[src/rtl/uart_pkg.sv]
// Shared UART definitions: parity modes, receiver FSM states, baud divider math and vote helper.
package uart_pkg;

    localparam int PARITY_NONE = 0;
    localparam int PARITY_ODD  = 1;
    localparam int PARITY_EVEN = 2;

    typedef enum logic [2:0] {
        ST_IDLE,
        ST_START,
        ST_DATA,
        ST_PARITY,
        ST_STOP
    } rx_state_e;

    function automatic int calc_div(input int clock_freq, input int baud_rate, input int oversample);
        return clock_freq / (baud_rate * oversample);
    endfunction

    function automatic logic maj3(input logic a, input logic b, input logic c);
        return (a & b) | (a & c) | (b & c);
    endfunction

endpackage

[src/rtl/uart_baud_tick.sv]
// Oversample tick generator: one-clk tick every DIV clks, restartable by a synchronous clear.
module uart_baud_tick #(
    parameter int DIV = 1
) (
    input  logic clk,
    input  logic rst_n,
    input  logic clear_i,
    output logic tick_o
);

    localparam int            CW      = (DIV > 1) ? $clog2(DIV) : 1;
    localparam logic [CW-1:0] CNT_MAX = CW'(DIV - 1);

    logic [CW-1:0] cnt_q, cnt_d;

    generate
        if (DIV < 1) begin : g_err_div
            $error("uart_baud_tick: DIV must be >= 1");
        end
    endgenerate

    always_comb begin
        // NOTE: every output of a combinational block gets a value first, so no path can infer a latch.
        cnt_d  = cnt_q + CW'(1);
        tick_o = 1'b0;
        if (clear_i) begin
            cnt_d = '0;
        end else if (cnt_q == CNT_MAX) begin
            cnt_d  = '0;
            tick_o = 1'b1;
        end
    end

    always_ff @(posedge clk or negedge rst_n) begin
        // NOTE: non-blocking (<=) in clocked blocks so every flop samples pre-edge values.
        if (!rst_n) begin
            cnt_q <= '0;
        end else begin
            cnt_q <= cnt_d;
        end
    end

endmodule

[src/rtl/uart_rx_param.sv]
// Oversampled, majority-voted UART receiver with valid/ready output register and error flags.
// Optional break detection when UART_RX_BREAK_DETECT_EN is defined (adds break_det port).
module uart_rx_param
    import uart_pkg::*;
#(
    parameter int CLOCK_FREQ = 1_843_200,
    parameter int BAUD_RATE  = 115_200,
    parameter int OVERSAMPLE = 16,
    parameter int DATA_BITS  = 8,
    parameter int PARITY     = 0,
    parameter int STOP_BITS  = 1
) (
    input  logic                 clk,
    input  logic                 rst_n,
    input  logic                 data_in,
    output logic [DATA_BITS-1:0] rx_data,
    output logic                 rx_valid,
    input  logic                 rx_ready,
    output logic                 parity_error,
    output logic                 frame_error,
    output logic                 overrun_error
`ifdef UART_RX_BREAK_DETECT_EN
    ,
    output logic                 break_det
`endif
);

    localparam int DIV = calc_div(CLOCK_FREQ, BAUD_RATE, OVERSAMPLE);
    localparam int SW  = $clog2(OVERSAMPLE);
    localparam int BW  = $clog2(DATA_BITS);

    localparam logic [SW-1:0] S_VOTE_A  = SW'(OVERSAMPLE / 2 - 1);
    localparam logic [SW-1:0] S_VOTE_B  = SW'(OVERSAMPLE / 2);
    localparam logic [SW-1:0] S_DECIDE  = SW'(OVERSAMPLE / 2 + 1);
    localparam logic [SW-1:0] S_LAST    = SW'(OVERSAMPLE - 1);
    localparam logic [BW-1:0] BIT_LAST  = BW'(DATA_BITS - 1);
    localparam logic          STOP_LAST = (STOP_BITS == 2);

    generate
        if (DIV < 1) begin : g_err_div
            $error("uart_rx_param: CLOCK_FREQ/(BAUD_RATE*OVERSAMPLE) must be >= 1");
        end
        if (OVERSAMPLE < 8 || (OVERSAMPLE % 2) != 0) begin : g_err_os
            $error("uart_rx_param: OVERSAMPLE must be even and >= 8");
        end
        if (DATA_BITS < 5 || DATA_BITS > 9) begin : g_err_db
            $error("uart_rx_param: DATA_BITS must be 5..9");
        end
        if (PARITY < PARITY_NONE || PARITY > PARITY_EVEN) begin : g_err_par
            $error("uart_rx_param: PARITY must be 0, 1 or 2");
        end
        if (STOP_BITS < 1 || STOP_BITS > 2) begin : g_err_stop
            $error("uart_rx_param: STOP_BITS must be 1 or 2");
        end
    endgenerate

    logic [1:0]           sync_q;
    logic                 rx_prev_q;
    logic                 rx_s;
    logic                 tick;
    logic                 div_clear;

    rx_state_e            state_q, state_d;
    logic [SW-1:0]        s_q, s_d;
    logic [1:0]           samp_q, samp_d;
    logic [BW-1:0]        bit_cnt_q, bit_cnt_d;
    logic                 stop_cnt_q, stop_cnt_d;
    logic [DATA_BITS-1:0] shift_q, shift_d;
    logic                 par_err_q, par_err_d;
    logic                 frm_err_q, frm_err_d;

    logic [DATA_BITS-1:0] data_q, data_d;
    logic                 valid_q, valid_d;
    logic                 perr_q, perr_d;
    logic                 ferr_q, ferr_d;
    logic                 ovr_q, ovr_d;

    logic                 vote;
    logic                 decide;
    logic                 bit_end;
    logic                 start_edge;
    logic                 done;
    logic                 push;
    logic                 is_break;
    logic                 brk_block;
    logic                 par_expect;

    // Synchroniser resets to the idle level so reset release never looks like a start bit.
    always_ff @(posedge clk or negedge rst_n) begin
        if (!rst_n) begin
            sync_q    <= 2'b11;
            rx_prev_q <= 1'b1;
        end else begin
            sync_q    <= {sync_q[0], data_in};
            rx_prev_q <= sync_q[1];
        end
    end

    assign rx_s = sync_q[1];

    uart_baud_tick #(
        .DIV(DIV)
    ) u_baud_tick (
        .clk     (clk),
        .rst_n   (rst_n),
        .clear_i (div_clear),
        .tick_o  (tick)
    );

    assign vote       = maj3(samp_q[0], samp_q[1], rx_s);
    assign decide     = tick && (s_q == S_DECIDE);
    assign bit_end    = tick && (s_q == S_LAST);
    assign start_edge = rx_prev_q && !rx_s && !brk_block;
    assign par_expect = (PARITY == PARITY_ODD) ? ~(^shift_q) : (^shift_q);

    always_comb begin
        state_d    = state_q;
        s_d        = s_q;
        samp_d     = samp_q;
        bit_cnt_d  = bit_cnt_q;
        stop_cnt_d = stop_cnt_q;
        shift_d    = shift_q;
        par_err_d  = par_err_q;
        frm_err_d  = frm_err_q;
        div_clear  = 1'b0;
        done       = 1'b0;

        if (state_q != ST_IDLE && tick) begin
            s_d = (s_q == S_LAST) ? '0 : s_q + SW'(1);
            if (s_q == S_VOTE_A) samp_d[0] = rx_s;
            if (s_q == S_VOTE_B) samp_d[1] = rx_s;
        end

        case (state_q)
            ST_IDLE: begin
                if (start_edge) begin
                    state_d   = ST_START;
                    s_d       = '0;
                    div_clear = 1'b1;
                    par_err_d = 1'b0;
                    frm_err_d = 1'b0;
                end
            end
            ST_START: begin
                if (decide && vote) begin
                    state_d = ST_IDLE;
                end else if (bit_end) begin
                    state_d   = ST_DATA;
                    bit_cnt_d = '0;
                end
            end
            ST_DATA: begin
                if (decide) shift_d = {vote, shift_q[DATA_BITS-1:1]};
                if (bit_end) begin
                    if (bit_cnt_q == BIT_LAST) begin
                        state_d    = (PARITY != PARITY_NONE) ? ST_PARITY : ST_STOP;
                        stop_cnt_d = 1'b0;
                    end else begin
                        bit_cnt_d = bit_cnt_q + BW'(1);
                    end
                end
            end
            ST_PARITY: begin
                if (decide) par_err_d = (vote != par_expect);
                if (bit_end) begin
                    state_d    = ST_STOP;
                    stop_cnt_d = 1'b0;
                end
            end
            ST_STOP: begin
                if (decide) begin
                    frm_err_d = frm_err_q | ~vote;
                    if (stop_cnt_q == STOP_LAST) begin
                        done    = 1'b1;
                        state_d = ST_IDLE;
                    end
                end else if (bit_end) begin
                    stop_cnt_d = ~stop_cnt_q;
                end
            end
            default: state_d = ST_IDLE;
        endcase
    end

    always_ff @(posedge clk or negedge rst_n) begin
        if (!rst_n) begin
            state_q    <= ST_IDLE;
            s_q        <= '0;
            samp_q     <= '0;
            bit_cnt_q  <= '0;
            stop_cnt_q <= 1'b0;
            shift_q    <= '0;
            par_err_q  <= 1'b0;
            frm_err_q  <= 1'b0;
        end else begin
            state_q    <= state_d;
            s_q        <= s_d;
            samp_q     <= samp_d;
            bit_cnt_q  <= bit_cnt_d;
            stop_cnt_q <= stop_cnt_d;
            shift_q    <= shift_d;
            par_err_q  <= par_err_d;
            frm_err_q  <= frm_err_d;
        end
    end

`ifdef UART_RX_BREAK_DETECT_EN
    logic saw_one_q, saw_one_d;
    logic brk_q, brk_d;

    // A break is a frame whose every vote, start through last stop, came out 0.
    assign is_break  = done && !saw_one_q && !vote;
    assign brk_block = brk_q;
    assign break_det = brk_q;

    always_comb begin
        saw_one_d = saw_one_q;
        brk_d     = brk_q;
        if (state_q == ST_IDLE) begin
            if (start_edge) saw_one_d = 1'b0;
        end else if (decide) begin
            saw_one_d = saw_one_q | vote;
        end
        if (is_break) begin
            brk_d = 1'b1;
        end else if (rx_s) begin
            brk_d = 1'b0;
        end
    end

    always_ff @(posedge clk or negedge rst_n) begin
        if (!rst_n) begin
            saw_one_q <= 1'b0;
            brk_q     <= 1'b0;
        end else begin
            saw_one_q <= saw_one_d;
            brk_q     <= brk_d;
        end
    end
`else
    assign is_break  = 1'b0;
    assign brk_block = 1'b0;
`endif

    assign push = done && !is_break;

    always_comb begin
        data_d  = data_q;
        valid_d = valid_q;
        perr_d  = perr_q;
        ferr_d  = ferr_q;
        ovr_d   = 1'b0;
        if (push && (!valid_q || rx_ready)) begin
            data_d  = shift_q;
            perr_d  = par_err_q;
            ferr_d  = frm_err_q | ~vote;
            valid_d = 1'b1;
        end else if (push) begin
            ovr_d = 1'b1;
        end else if (valid_q && rx_ready) begin
            valid_d = 1'b0;
        end
    end

    always_ff @(posedge clk or negedge rst_n) begin
        if (!rst_n) begin
            data_q  <= '0;
            valid_q <= 1'b0;
            perr_q  <= 1'b0;
            ferr_q  <= 1'b0;
            ovr_q   <= 1'b0;
        end else begin
            data_q  <= data_d;
            valid_q <= valid_d;
            perr_q  <= perr_d;
            ferr_q  <= ferr_d;
            ovr_q   <= ovr_d;
        end
    end

    assign rx_data       = data_q;
    assign rx_valid      = valid_q;
    assign parity_error  = perr_q;
    assign frame_error   = ferr_q;
    assign overrun_error = ovr_q;

endmodule
[config.mk]
export PLATFORM = sky130hd
export DESIGN_NAME = uart_rx_param
export DESIGN_NICKNAME = d
export VERILOG_FILES = /design/src/rtl/uart_pkg.sv /design/src/rtl/uart_baud_tick.sv /design/src/rtl/uart_rx_param.sv
export SDC_FILE = /design/constraint.sdc
export NUM_CORES = 1
export LEC_CHECK = 0
export ABC_AREA = 0
export CORE_ASPECT_RATIO = 1.2
export CORE_MARGIN = 8
export CORE_UTILIZATION = 50
export DETAILED_ROUTE_END_ITERATION = 8
export GPL_TIMING_DRIVEN = 0
export PLACE_DENSITY_LB_ADDON = 0.2
export SLEW_MARGIN = 10
export SYNTH_ARGS = -nofsm -noshare
export SYNTH_HDL_FRONTEND = slang
export SYNTH_HIERARCHICAL = 1
export SYNTH_SLANG_ARGS = --single-unit
[constraint.sdc]
create_clock -name clk -period 3.3 [get_ports clk]
set_input_delay 0.825 -clock clk [delete_from_list [all_inputs] [get_ports clk]]
set_output_delay 0.825 -clock clk [all_outputs]
set_load 0.1 [all_outputs]
### After elaboration in Yosys (flattened, before gate mapping)

Index checks and enable logic that the tools add are counted.
Widths: inputs -> output; s select.

| word-level totals | value |
|---|---|
| register bits | 39 |

| cells by class | value |
|---|---|
| equal/unequal tests | 24 |
| reductions and logical operators | 27 |
| bitwise gates (word level) | 8 |
| add/sub/neg operators | 3 |
| multiplexer cells | 43 |

Operators with widths:

| operator | count |
|---|---|
| $mux 3 | 12 |
| $ne 2x2->1 const B | 12 |
| $mux 1 | 22 |
| $mux 4 | 4 |
| $pmux 3 s5 | 1 |
| $eq 4x4->1 const B | 3 |
| $reduce_and 2->1 | 4 |
| $reduce_bool 2->1 | 4 |
| $reduce_xor 8->1 | 1 |
| $logic_and 1x1->1 | 7 |
| $reduce_and 7->1 | 1 |
| $eq 3x2->1 const B | 2 |
| $eq 3x3->1 const B | 2 |
| $pmux 3 s2 | 1 |
| $reduce_and 3->1 | 2 |
| $reduce_and 6->1 | 1 |
| $reduce_bool 3->1 | 2 |
| $reduce_and 5->1 | 1 |
| $add 4x1->4 const B | 1 |
| $eq 4x3->1 const B | 1 |
| $pmux 1 s2 | 2 |
| $add 3x1->3 const B | 1 |
| $and 1x1->1 | 3 |
| $eq 3x1->1 const B | 1 |
| other kinds (10) | 14 |

### Longest topological paths before layout

Gate-level depths: netlist (run 1).

| logic depth | value |
|---|---|
| depth in word-level cells | 11 |
| mapped depth | 12 |

### Hierarchy

Netlist (run 1), hierarchy kept.

By module, submodules not included:

| module | seq. area each (sq um) | instances | cells an instance | area each (sq um) |
|---|---|---|---|---|
| uart_rx_param | 954.7 | 1 | 150 | 1771.7 |
| uart_baud_tick | 0.0 | 1 | 1 | 3.8 |

### Least setup slack after synthesis (run 1)

No wires, ideal clock.

| timing path | value |
|---|---|
| path kind | register to register |
| start | register state_q[0] |
| end | register ferr_q, in the netlist frame_error |
| period minus slack after synthesis | 2410 ps |
| setup slack | 890 ps |
| stages on the path, launching flop included | 13 |
| arrival | 2284 ps |
| setup time | 125 ps |
| required time | 3175 ps |
| buffers on the path | 4 |
| cells stage by stage | dfrtp_1 buf_2 nor3_1 nand3b_1 inv_1 inv_1 buf_4 and4b_1 buf_4 nand3b_1 nor2b_1 buf_6 mux2_2 |

| between the ends | value |
|---|---|
| longest elaborated chain between the ends | 7 |
| elaborated cells on any way between the ends | 8 |
| classes of those cells | eq/ne: 1; mux: 4; reduce/logical: 3 |

Ends and longest elaborated chain:

| item | line | RTL |
|---|---|---|
| start, declared | uart_rx_param.sv:63 | `rx_state_e state_q, state_d;` |
| start signal, assigned | uart_rx_param.sv:196 | `state_q <= state_d;` |
| $logic_not 3->1 | uart_rx_param.sv:134 | `case (state_q)` |
| $mux 1 | uart_rx_param.sv:134 |  |
| named net div_clear | uart_rx_param.sv:61 | `logic div_clear;` |
| $mux 1 | uart_baud_tick.sv:26 | `if (clear_i) begin` |
| named net tick | uart_rx_param.sv:60 | `logic tick;` |
| $logic_and 1x1->1 | uart_rx_param.sv:111 | `assign decide = tick && (s_q == S_DECIDE);` |
| $mux 1 | uart_rx_param.sv:171 | `if (decide) begin` |
| $mux 1 | uart_rx_param.sv:134 |  |
| $logic_and 1x1->1 | uart_rx_param.sv:253 | `if (push && (!valid_q \|\| rx_ready)) begin` |
| end signal, assigned | uart_rx_param.sv:276 | `ferr_q <= ferr_d;` |
| end, declared | uart_rx_param.sv:75 | `logic ferr_q, ferr_d;` |

The timed path passes the listed nets, and every way through them passes these cells.
A chain may end at the register's enable or synchronous reset.

### Worst setup path after layout (run 1)

| timing path | value |
|---|---|
| start | register state_q[1] |
| end | register data_q[1], in the netlist rx_data[1] |

| between the ends | value |
|---|---|
| longest elaborated chain between the ends | 7 |
| elaborated cells on any way between the ends | 8 |
| classes of those cells | eq/ne: 1; mux: 4; reduce/logical: 3 |

Ends and longest elaborated chain:

| item | line | RTL |
|---|---|---|
| $logic_not 3->1 | uart_rx_param.sv:134 |  |
| $mux 1 | uart_rx_param.sv:134 |  |
| named net div_clear | uart_rx_param.sv:61 |  |
| $mux 1 | uart_baud_tick.sv:26 |  |
| named net tick | uart_rx_param.sv:60 |  |
| $logic_and 1x1->1 | uart_rx_param.sv:111 |  |
| $mux 1 | uart_rx_param.sv:171 |  |
| $mux 1 | uart_rx_param.sv:134 |  |
| $logic_and 1x1->1 | uart_rx_param.sv:253 |  |
| end signal, assigned | uart_rx_param.sv:273 | `data_q <= data_d;` |
| end, declared | uart_rx_param.sv:72 | `logic [DATA_BITS-1:0] data_q, data_d;` |

The timed path passes the listed nets, and every way through them passes these cells.

==> results.txt, run 1 <==
status: finished clean
CTS Sinks: 38
initial core utilization: 52.7%
CTS root buf: clkbuf_8
hold crit path type: flip-flop to flip-flop
vias post-DR: 1174
met3 WL: 139 microns
Die X: 70.4 microns
Synth-to-Final Area Change: 16.1%
period utilization: 86.9%
min-delay src: sync_q[0]
metal2 WL: 1.57 mm
Post-synth top cells: 35 x dfrtp_1, 20 x mux2_2, 15 x nand2_1, 8 x inv_1, 8 x o21ai_0
synth warn: 6
RSZ-0062 raised after global routing: no
worst setup path class: flip-flop to flip-flop
detailed placement HPWL: 2.18 mm
routability cong.: 0.797
setup TNS: 0 ns
RR Endpoint: rx_data[1]
Avg WL per Cell: 14.3 microns
Vias/cell: 5.56
CP max-delay cell: nor3_1
# diodes: 0
Clk pwr share: 27.0%
Avg Synthesized Cell Area: 11.8 sq um
CTS Hold Buffers Added: 0
Placed Area: 1970 sq um
crit-path max FO: 10
flops & latches, synth: 38
synth unique cells: 36
sequential share of the synthesized area: 53.8%
die span in y: 81.3 microns
min cycle time layout: 2.87 ns
Leak: 0.955 nW
Peak VDD IR: 435 uV
NetSw: 387 uW
post-synth net total: 160
pin count of the biggest net entering global routing: 39
Rel. slew slack: 34.3%
number of global-route vias before repair: 1167
reg2reg setup slack: 0.43 ns
H-tree levels: 2
Slew Viols, Final: 0
DRT Wirelength: 3.02 mm
Final nets: 182
DRT Pass-1 Iters: 4
core area: 3370 sq um
worst slew pin tran: 0.982 ns
Starting DRT DRC Count: 36
cell taking the most area after synthesis: dfrtp_1
Worst Setup Start Kind: flip-flop
Worst Hold End: sync_q[1]
R2R depth: 12
Worst Skew: 0.00754 ns
Worst Path Arrival: 3.04 ns
reg-to-reg startpoint: state_q[1]
CTS buffer count: 5
TritonCTS clock tree: done
Worst Path Required: 3.47 ns
Non-Filler Instances: 211
clk_lat worst skew: 0.29 ns
Final Hold Vio Count: 0
Max stage delay on crit path: 0.44 ns
Top FF cell, synth: dfrtp_1
FP Rows: 23
Max Root-Sink Buffers: 2
antenna violations before repair: 0
hold path depth: 0
max-cap violations: 0
Tot GR Track Use: 11.6%
Combinational Power Share: 25.1%
post-synthesis cell area: 1780 sq um
placed cells: 203
Reg power frac: 47.9%
largest cells by area after synthesis: dfrtp_1 49%, mux2_2 13%, dfstp_2 4.4%, ha_1 3.5%, nand2_1 3.2%
# IOs: 16
die footprint: 5720 sq um
CP endpoint kind: flip-flop
post-synth top area share: 49.3%
first-pass GRT wire length: 5.26 mm
Reg clk slew, reported paths: 0.08 ns
Routed Antenna Nets: 0
share of cells above drive strength 1: 22.4%
Int Pwr: 826 uW
Syn Inst Count: 151
DRC viols: 0
CTS-repair resized insts: 0
Peak Freq: 349 MHz
wl on met1: 1.26 mm
Switching Share: 31.9%
port bufs: 15
count leader, synth: dfrtp_1
GRT overflow: 0
endpoints failing setup: 0
Top Metal Used: met4
Post-synth EDFFs: 0
CP cell instances: clkbuf_1, nor3_1, nand3b_1, inv_1, inv_1, buf_4, and4b_1, buf_4, nand3b_1, nor2b_1, buf_6, mux2_2
asr flop ratio synth: 100%
Setup Buffers After CTS: 0
Finished Cell Area: 2060 sq um
P per Cell Area: 588 nW/um^2
-- layout by cell type (no fill, tap or decap), types with 3 or more instances in the layout --
cell type,netlist,layout
a21oi_1,5,5
clkbuf_8,0,6
clkdlybuf4s50_1,0,14
dfrtp_1,35,35
dfstp_2,3,3
ha_1,5,5
inv_1,8,8
mux2_2,20,20
nand2_1,15,15
nand2b_1,4,4
nand3_1,4,4
nand3b_1,3,3
nand4_1,3,3
nor2_1,6,6
nor3_1,3,3
o21ai_0,8,8
xnor2_1,6,6
-- kinds of logic after synthesis --
kind of cell / after synthesis / synth area share [%]
muxes: 21 / 13.2
AOI/OAI and AO/OA: 18 / 6.13
xor gates and xnor gates: 8 / 4.72
buffers and inverters: 14 / 3.88
DFF: 38 / 53.8
and+or+nand+nor: 46 / 14.2
adders and majority gates: 6 / 4.09
-- metrics by stage --
step / hold slack (ns) / worst slack (ns) / total power, mW / util (%)
3_5_place_dp: 0.347 / 0.466 / 0.898 / 58.4
5_1_grt: 0.363 / 0.192 / 1.29 / 61.2
3_3_place_gp: 0.347 / 0.504 / 0.885 / 58.6
6_report: 0.357 / 0.432 / 1.21 / 61.2
4_1_cts: 0.359 / 0.446 / 1.23 / 61.2
2_1_floorplan: 0.345 / 0.890 / 0.823 / -
-- power by group through the flow --
stage | clock (mW) | combinational [mW] | sequential, mW
global placement | 0 | 0.299 | 0.585
CTS | 0.341 | 0.309 | 0.582
global route | 0.358 | 0.345 | 0.589
finish | 0.327 | 0.304 | 0.581
detailed placement | 0 | 0.307 | 0.591
floorplan | 0 | 0.246 | 0.576
-- routing by layer --
metal	global-route usage (%)	up-vias
li1	-	567
met1	11.7	586
met2	20.7	15
met3	4.99	6
met4	5.03	0
met5	0	-
-- registers in the layout, indices dropped and copies added (netlist names), 2 cells and up --
register	flops
sync_q	2
rx_data	8
bit_cnt_q	3
state_q	3
s_q	4
samp_q	2
shift_q	8
-- final cells by class --
type | instances | area, sq um
Sequential cell | 38 | 955
Inverter | 9 | 33.8
Tap cell | 37 | 46.3
Clock buffer | 6 | 82.6
Multi-Input combinational cell | 99 | 752
Timing Repair Buffer | 15 | 145
Fill cell | 280 | 1310
Clock inverter | 2 | 12.5
Buffer | 5 | 35.0
-- worst max-delay path: cells and delay by family, from the launching register on --
| family | cells | cell delay, ns |
|---|---|---|
| muxes | 1 | 0.27 |
| and+or+nand+nor | 5 | 1.16 |
| buffers and inverters | 6 | 0.94 |
| DFF | 1 | 0.40 |
-- worst max-delay path by stage --
stage | endpoint | startpoint | slack, ns | cells after the start
after CTS | rx_data[1] | state_q[1] | 0.45 | 12
final | rx_data[1] | state_q[1] | 0.43 | 12
after floorplan | frame_error | state_q[0] | 0.89 | 12
after global routing | rx_data[4] | state_q[1] | 0.19 | 12
after detailed placement | rx_data[1] | state_q[1] | 0.47 | 12
after global placement | rx_data[2] | state_q[1] | 0.50 | 12
Note: power is estimated with default switching activity, not from simulation.
==> inputs of run 2 (changes only) <==
Settings changed: CORE_ASPECT_RATIO 1.2 to 1.4.
==> results.txt, run 2 (same netlist as run 1, synthesis figures left out) <==
status: finished clean
commonest non-fill, non-tap cell in the layout: dfrtp_1
pin count of the biggest net entering global routing: 39 (unchanged)
H-tree levels: 2 (unchanged)
Tot GR Track Use: 12.5% (+0.84 points)
Starting DRT DRC Count: 77 (+110%)
RR Endpoint: rx_data[4]
CTS-repair resized insts: 0 (unchanged)
routability cong.: 0.776 (-2.7%)
CP max-delay cell: nor3_1
Slew Viols, Final: 0 (unchanged)
CP endpoint kind: flip-flop
TritonCTS clock tree: done
Synth-to-Final Area Change: 17.5%
CP Depth: 12 (unchanged)
Worst Setup Start Kind: flip-flop
CTS buffer count: 5 (unchanged)
worst path bufs/invs: 6 (unchanged)
RSZ-0062 raised after global routing: no
DRT Wirelength: 3.18 mm (+5.5%)
CTS Hold Buffers Added: 0 (unchanged)
layout filler cell count: 287 (+2.5%)
Min Hold Slack: 0.358 ns (+0.000805 ns)
number of global-route vias before repair: 1212 (+3.9%)
Avg WL per Cell: 14.9 microns (+4.1%)
min cycle time layout: 2.89 ns (+0.0267 ns)
Peak Freq: 346 MHz (-0.92%)
antenna violations before repair: 0 (unchanged)
Vias/cell: 5.49 (-1.4%)
initial core utilization: 52.6% (-0.18 points)
port bufs: 15 (unchanged)
Peak VDD IR: 474 uV (+8.8%)
die footprint: 5740 sq um (+0.33%)
reg-to-reg startpoint: state_q[1]
hold path depth: 0 (unchanged)
Finished Cell Area: 2090 sq um (+1.2%)
total power: 1.30 mW (+7.0%)
Setup Buffers After CTS: 0 (unchanged)
core area: 3380 sq um (+0.33%)
Die X: 66.4 microns (-5.7%)
reg2reg setup slack: 0.41 ns (-0.03 ns)
die span in y: 86.5 microns (+6.4%)
CTS root buf: clkbuf_8
Worst Path Required: 3.47 ns (about the same)
crit-path max FO: 10 (unchanged)
CP cell instances: clkbuf_1, nor3_1, nand3b_1, inv_1, inv_1, buf_4, and4b_1, buf_4, nand3b_1, nor2b_1, buf_6, mux2_2
Leak: 0.967 nW (+1.2%)
first-pass GRT wire length: 5.53 mm (+5.0%)
Final Hold Vio Count: 0 (unchanged)
endpoints failing setup: 0 (unchanged)
P per Cell Area: 622 nW/um^2 (+5.8%)
Worst Hold End: sync_q[1]
share of cells above drive strength 1: 21.8% (-0.57 points)
Rel. slew slack: 34.6% (+0.30 points)
worst slew pin tran: 0.978 ns (-0.00448 ns)
DRT Pass-1 Iters: 4 (unchanged)
Final nets: 182 (unchanged)
commonest cells after routing, fill and taps aside: 35 x dfrtp_1, 20 x mux2_2, 15 x nand2_1, 14 x clkdlybuf4s50_1
Setup crit start: state_q[1]
# diodes: 0 (unchanged)
detailed placement HPWL: 2.32 mm (+6.4%)
setup TNS: 0 ns (unchanged)
hold crit path type: flip-flop to flip-flop
DRC viols: 0 (unchanged)
Max Root-Sink Buffers: 2 (unchanged)
R2R depth: 12 (unchanged)
# IOs: 16 (unchanged)
period utilization: 87.7% (+0.81 points)
Worst Skew: 0.00715 ns (-0.000392 ns)
Final WS setup: 0.406 ns (-0.0267 ns)
clk_lat worst skew: 0.29 ns (about the same)
GRT overflow: 0 (unchanged)
CP top delay family: simple AND/OR/NAND/NOR gates
Max stage delay on crit path: 0.45 ns (about the same)
Routed Antenna Nets: 0 (unchanged)
CTS Sinks: 38 (unchanged)
Place WS: 0.416 ns (-0.0502 ns)
max-cap violations: 0 (unchanged)
Worst Path Arrival: 3.07 ns (+0.03 ns)
Placed Area: 1970 sq um (+0.19%)
Reg clk slew, reported paths: 0.07 ns (about the same)
worst setup path class: flip-flop to flip-flop
FP Rows: 25 (+8.7%)
min-delay src: sync_q[0]
vias post-DR: 1174 (unchanged)
==> run 2: cell types whose count changed in the layout (fill, tap and decap cells not counted), sizes merged <==
cell      previous run  this run
bufinv               0         1
clkbuf               7         8
clkinv               1         0
clkinvlp             1         0
==> run 2: final cells by class <==
class / instances / area [sq um] / area share (%)
clock inverter: 1 / 30.0 / 1.44
tap: 40 / 50.0 / 2.40
inverter: 9 / 33.8 / 1.62
sequential: 38 / 955 / 45.7
buffer: 5 / 35.0 / 1.68
clock buffer: 7 / 86.3 / 4.14
multi-input combinational: 99 / 752 / 36.0
timing repair buffer: 15 / 145 / 6.95
==> run 2: metal layers <==
layer | vias to the layer above | track usage [%] | routed length (microns)
met5 | - | 0 | 0
met3 | 7 | 5.03 | 169
met4 | 0 | 6.63 | 76
met1 | 574 | 12.9 | 1240
li1 | 566 | - | -
met2 | 27 | 20.8 | 1700
==> run 2: worst max path at each step <==
stage / to
after global routing: rx_data[0]
after global placement: rx_data[3]
final: rx_data[4]
after detailed placement: rx_data[4]
after CTS: rx_data[4]
after floorplan: frame_error
==> run 2: per-stage QoR <==
| step | cells | util, % |
|---|---|---|
| after detailed placement | 206 | 58.3 |
| final | 214 | 61.8 |
| after global placement | 206 | 58.5 |
| after global routing | 214 | 61.8 |
| after floorplan | 151 | - |
| after CTS | 214 | 61.8 |
==> run 2: worst reg2reg max path: stages (launching register included) <==
cell	delay (ns)
dfrtp_1	0.40
clkbuf_1	0.21
nor3_1	0.45
nand3b_1	0.31
inv_1	0.20
inv_1	0.06
buf_4	0.16
and4b_1	0.21
buf_4	0.15
nand3b_1	0.14
nor2b_1	0.08
buf_6	0.15
mux2_2	0.28
==> run 2: where the power goes <==
group          switching, mW  internal (mW)
combinational          0.179          0.134
clock                  0.154          0.246
sequential            0.0593          0.525
==> inputs of run 3 (changes only) <==
Settings changed: CORE_UTILIZATION 50 to 25, RECOVER_POWER set to 50.
==> results.txt, run 3 (same netlist as run 1, synthesis figures left out) <==
FF/Latch Area: 955 sq um (unchanged)
Reg clk slew, reported paths: 0.07 ns (about the same)
Peak Freq: 341 MHz (-1.3%)
total power: 1.30 mW (-0.17%)
TritonCTS clock tree: done
crit-path max FO: 10 (unchanged)
commonest non-fill, non-tap cell in the layout: dfrtp_1
Min Hold Slack: 0.329 ns (-0.0287 ns)
Place WS: 0.400 ns (-0.0161 ns)
DRT Pass-1 Iters: 4 (unchanged)
DRT Wirelength: 3.35 mm (+5.3%)
# IOs: 16 (unchanged)
CTS Sinks: 38 (unchanged)
Synth-to-Final Area Change: 21.4%
Worst Skew: 0.00796 ns (+0.000813 ns)
Worst Path Required: 3.47 ns (about the same)
Final Hold Vio Count: 0 (unchanged)
RSZ-0062 raised after global routing: no
failing checks: max-capacitance violations, max-slew violations
min cycle time layout: 2.93 ns (+0.0367 ns)
Max Root-Sink Buffers: 2 (unchanged)
Max stage delay on crit path: 0.45 ns (about the same)
Avg WL per Cell: 12.4 microns (-17%)
die span in y: 116 microns (+34%)
placed cells: 262 (+27%)
Tot GR Track Use: 7.47% (-5.0 points)
max-cap violations: 1 (+1)
vias post-DR: 1172 (-0.17%)
CP max-delay cell: nor3_1
status: finished with violations
CP cell instances: clkbuf_1, nor3_1, nand3b_1, inv_1, inv_1, clkbuf_1, and4b_1, buf_4, nand3b_1, nor2b_1, buf_6, mux2_2
antenna violations before repair: 0 (unchanged)
Routed Antenna Nets: 0 (unchanged)
Starting DRT DRC Count: 65 (-16%)
# diodes: 0 (unchanged)
H-tree levels: 2 (unchanged)
endpoints failing setup: 0 (unchanged)
Vias/cell: 4.34 (-21%)
worst path bufs/invs: 6 (unchanged)
Leak: 0.962 nW (-0.51%)
core area: 6940 sq um (+110%)
Setup Buffers After CTS: 0 (unchanged)
Final nets: 183 (+0.55%)
P per Cell Area: 601 nW/um^2 (-3.3%)
CP endpoint kind: flip-flop
worst setup path class: flip-flop to flip-flop
DRC viols: 0 (unchanged)
Worst Path Arrival: 3.10 ns (+0.03 ns)
reg2reg setup slack: 0.37 ns (-0.04 ns)
GRT overflow: 0 (unchanged)
Rel. slew slack: -28.8% (-63 points)
setup TNS: 0 ns (unchanged)
Non-Filler Instances: 270 (+26%)
FP Rows: 36 (+44%)
clk_lat worst skew: 0.29 ns (about the same)
CTS root buf: clkbuf_8
first-pass GRT wire length: 5.90 mm (+6.7%)
CTS-repair resized insts: 0 (unchanged)
R2R depth: 12 (unchanged)
CTS buffer count: 5 (unchanged)
Final WS setup: 0.369 ns (-0.0367 ns)
Worst Setup Start Kind: flip-flop
period utilization: 88.8% (+1.1 points)
hold crit path type: input port to async pin
CTS Hold Buffers Added: 0 (unchanged)
pin count of the biggest net entering global routing: 37 (-5.1%)
Die X: 87.2 microns (+31%)
share of cells above drive strength 1: 20.0% (-1.8 points)
initial core utilization: 25.6% (-27 points)
commonest cells after routing, fill and taps aside: 35 x dfrtp_1, 20 x mux2_2, 15 x nand2_1, 13 x clkdlybuf4s50_1
Peak VDD IR: 237 uV (-50%)
RR Endpoint: rx_data[6]
reg-to-reg startpoint: state_q[1]
area of the multi-input gates: 752 sq um (unchanged)
die footprint: 10100 sq um (+76%)
number of global-route vias before repair: 1288 (+6.3%)
Slew Viols, Final: 37 (+37)
routability cong.: 0.716 (-7.7%)
layout filler cell count: 744 (+160%)
CP top delay family: simple AND/OR/NAND/NOR gates
worst slew pin tran: 1.93 ns (+0.954 ns)
detailed placement HPWL: 2.44 mm (+4.8%)
port bufs: 15 (unchanged)
run 3: how the worst max path moves through the flow:
| stage | start | end | slack (ns) | cells past startpoint |
|---|---|---|---|---|
| floorplan | state_q[0] | frame_error | 0.89 | 12 |
| global placement | state_q[1] | rx_data[7] | 0.45 | 12 |
| detailed placement | state_q[1] | rx_data[6] | 0.40 | 12 |
| CTS | state_q[1] | rx_data[6] | 0.38 | 12 |
| global route | state_q[1] | rx_data[6] | 0.13 | 12 |
| finish | state_q[1] | rx_data[6] | 0.37 | 12 |
run 3: layer usage:
metal | vias to the layer above | wire (microns) | GRT usage [%]
met5 | - | 0 | 0
met4 | 0 | 54 | 3.23
met3 | 6 | 160 | 2.63
met2 | 18 | 1690 | 12.9
met1 | 585 | 1450 | 8.02
li1 | 563 | - | -
run 3: layout make-up:
| class | instances | share of cell area [%] |
|---|---|---|
| flip-flops and latches | 38 | 44.3 |
| multi-input cells | 99 | 34.9 |
| repair buffers | 16 | 6.85 |
| well taps | 95 | 5.52 |
| clock buffers | 7 | 4.01 |
| inverters | 9 | 1.57 |
| plain buffers | 5 | 1.45 |
| clock inverters | 1 | 1.39 |
run 3: stage by stage:
| stage | util [%] | area (sq um) |
|---|---|---|
| floorplan | - | 1780 |
| global placement | 29.5 | 2040 |
| detailed placement | 29.7 | 2060 |
| CTS | 31.4 | 2180 |
| global route | 31.1 | 2150 |
| finish | 31.1 | 2150 |
run 3: where the power goes:
part / internal [mW] / switching, mW / leakage [nW]
registers: 0.525 / 0.0539 / 0.505
clock network: 0.246 / 0.159 / 0.0585
logic: 0.133 / 0.179 / 0.398
total: 0.904 / 0.392 / 0.962
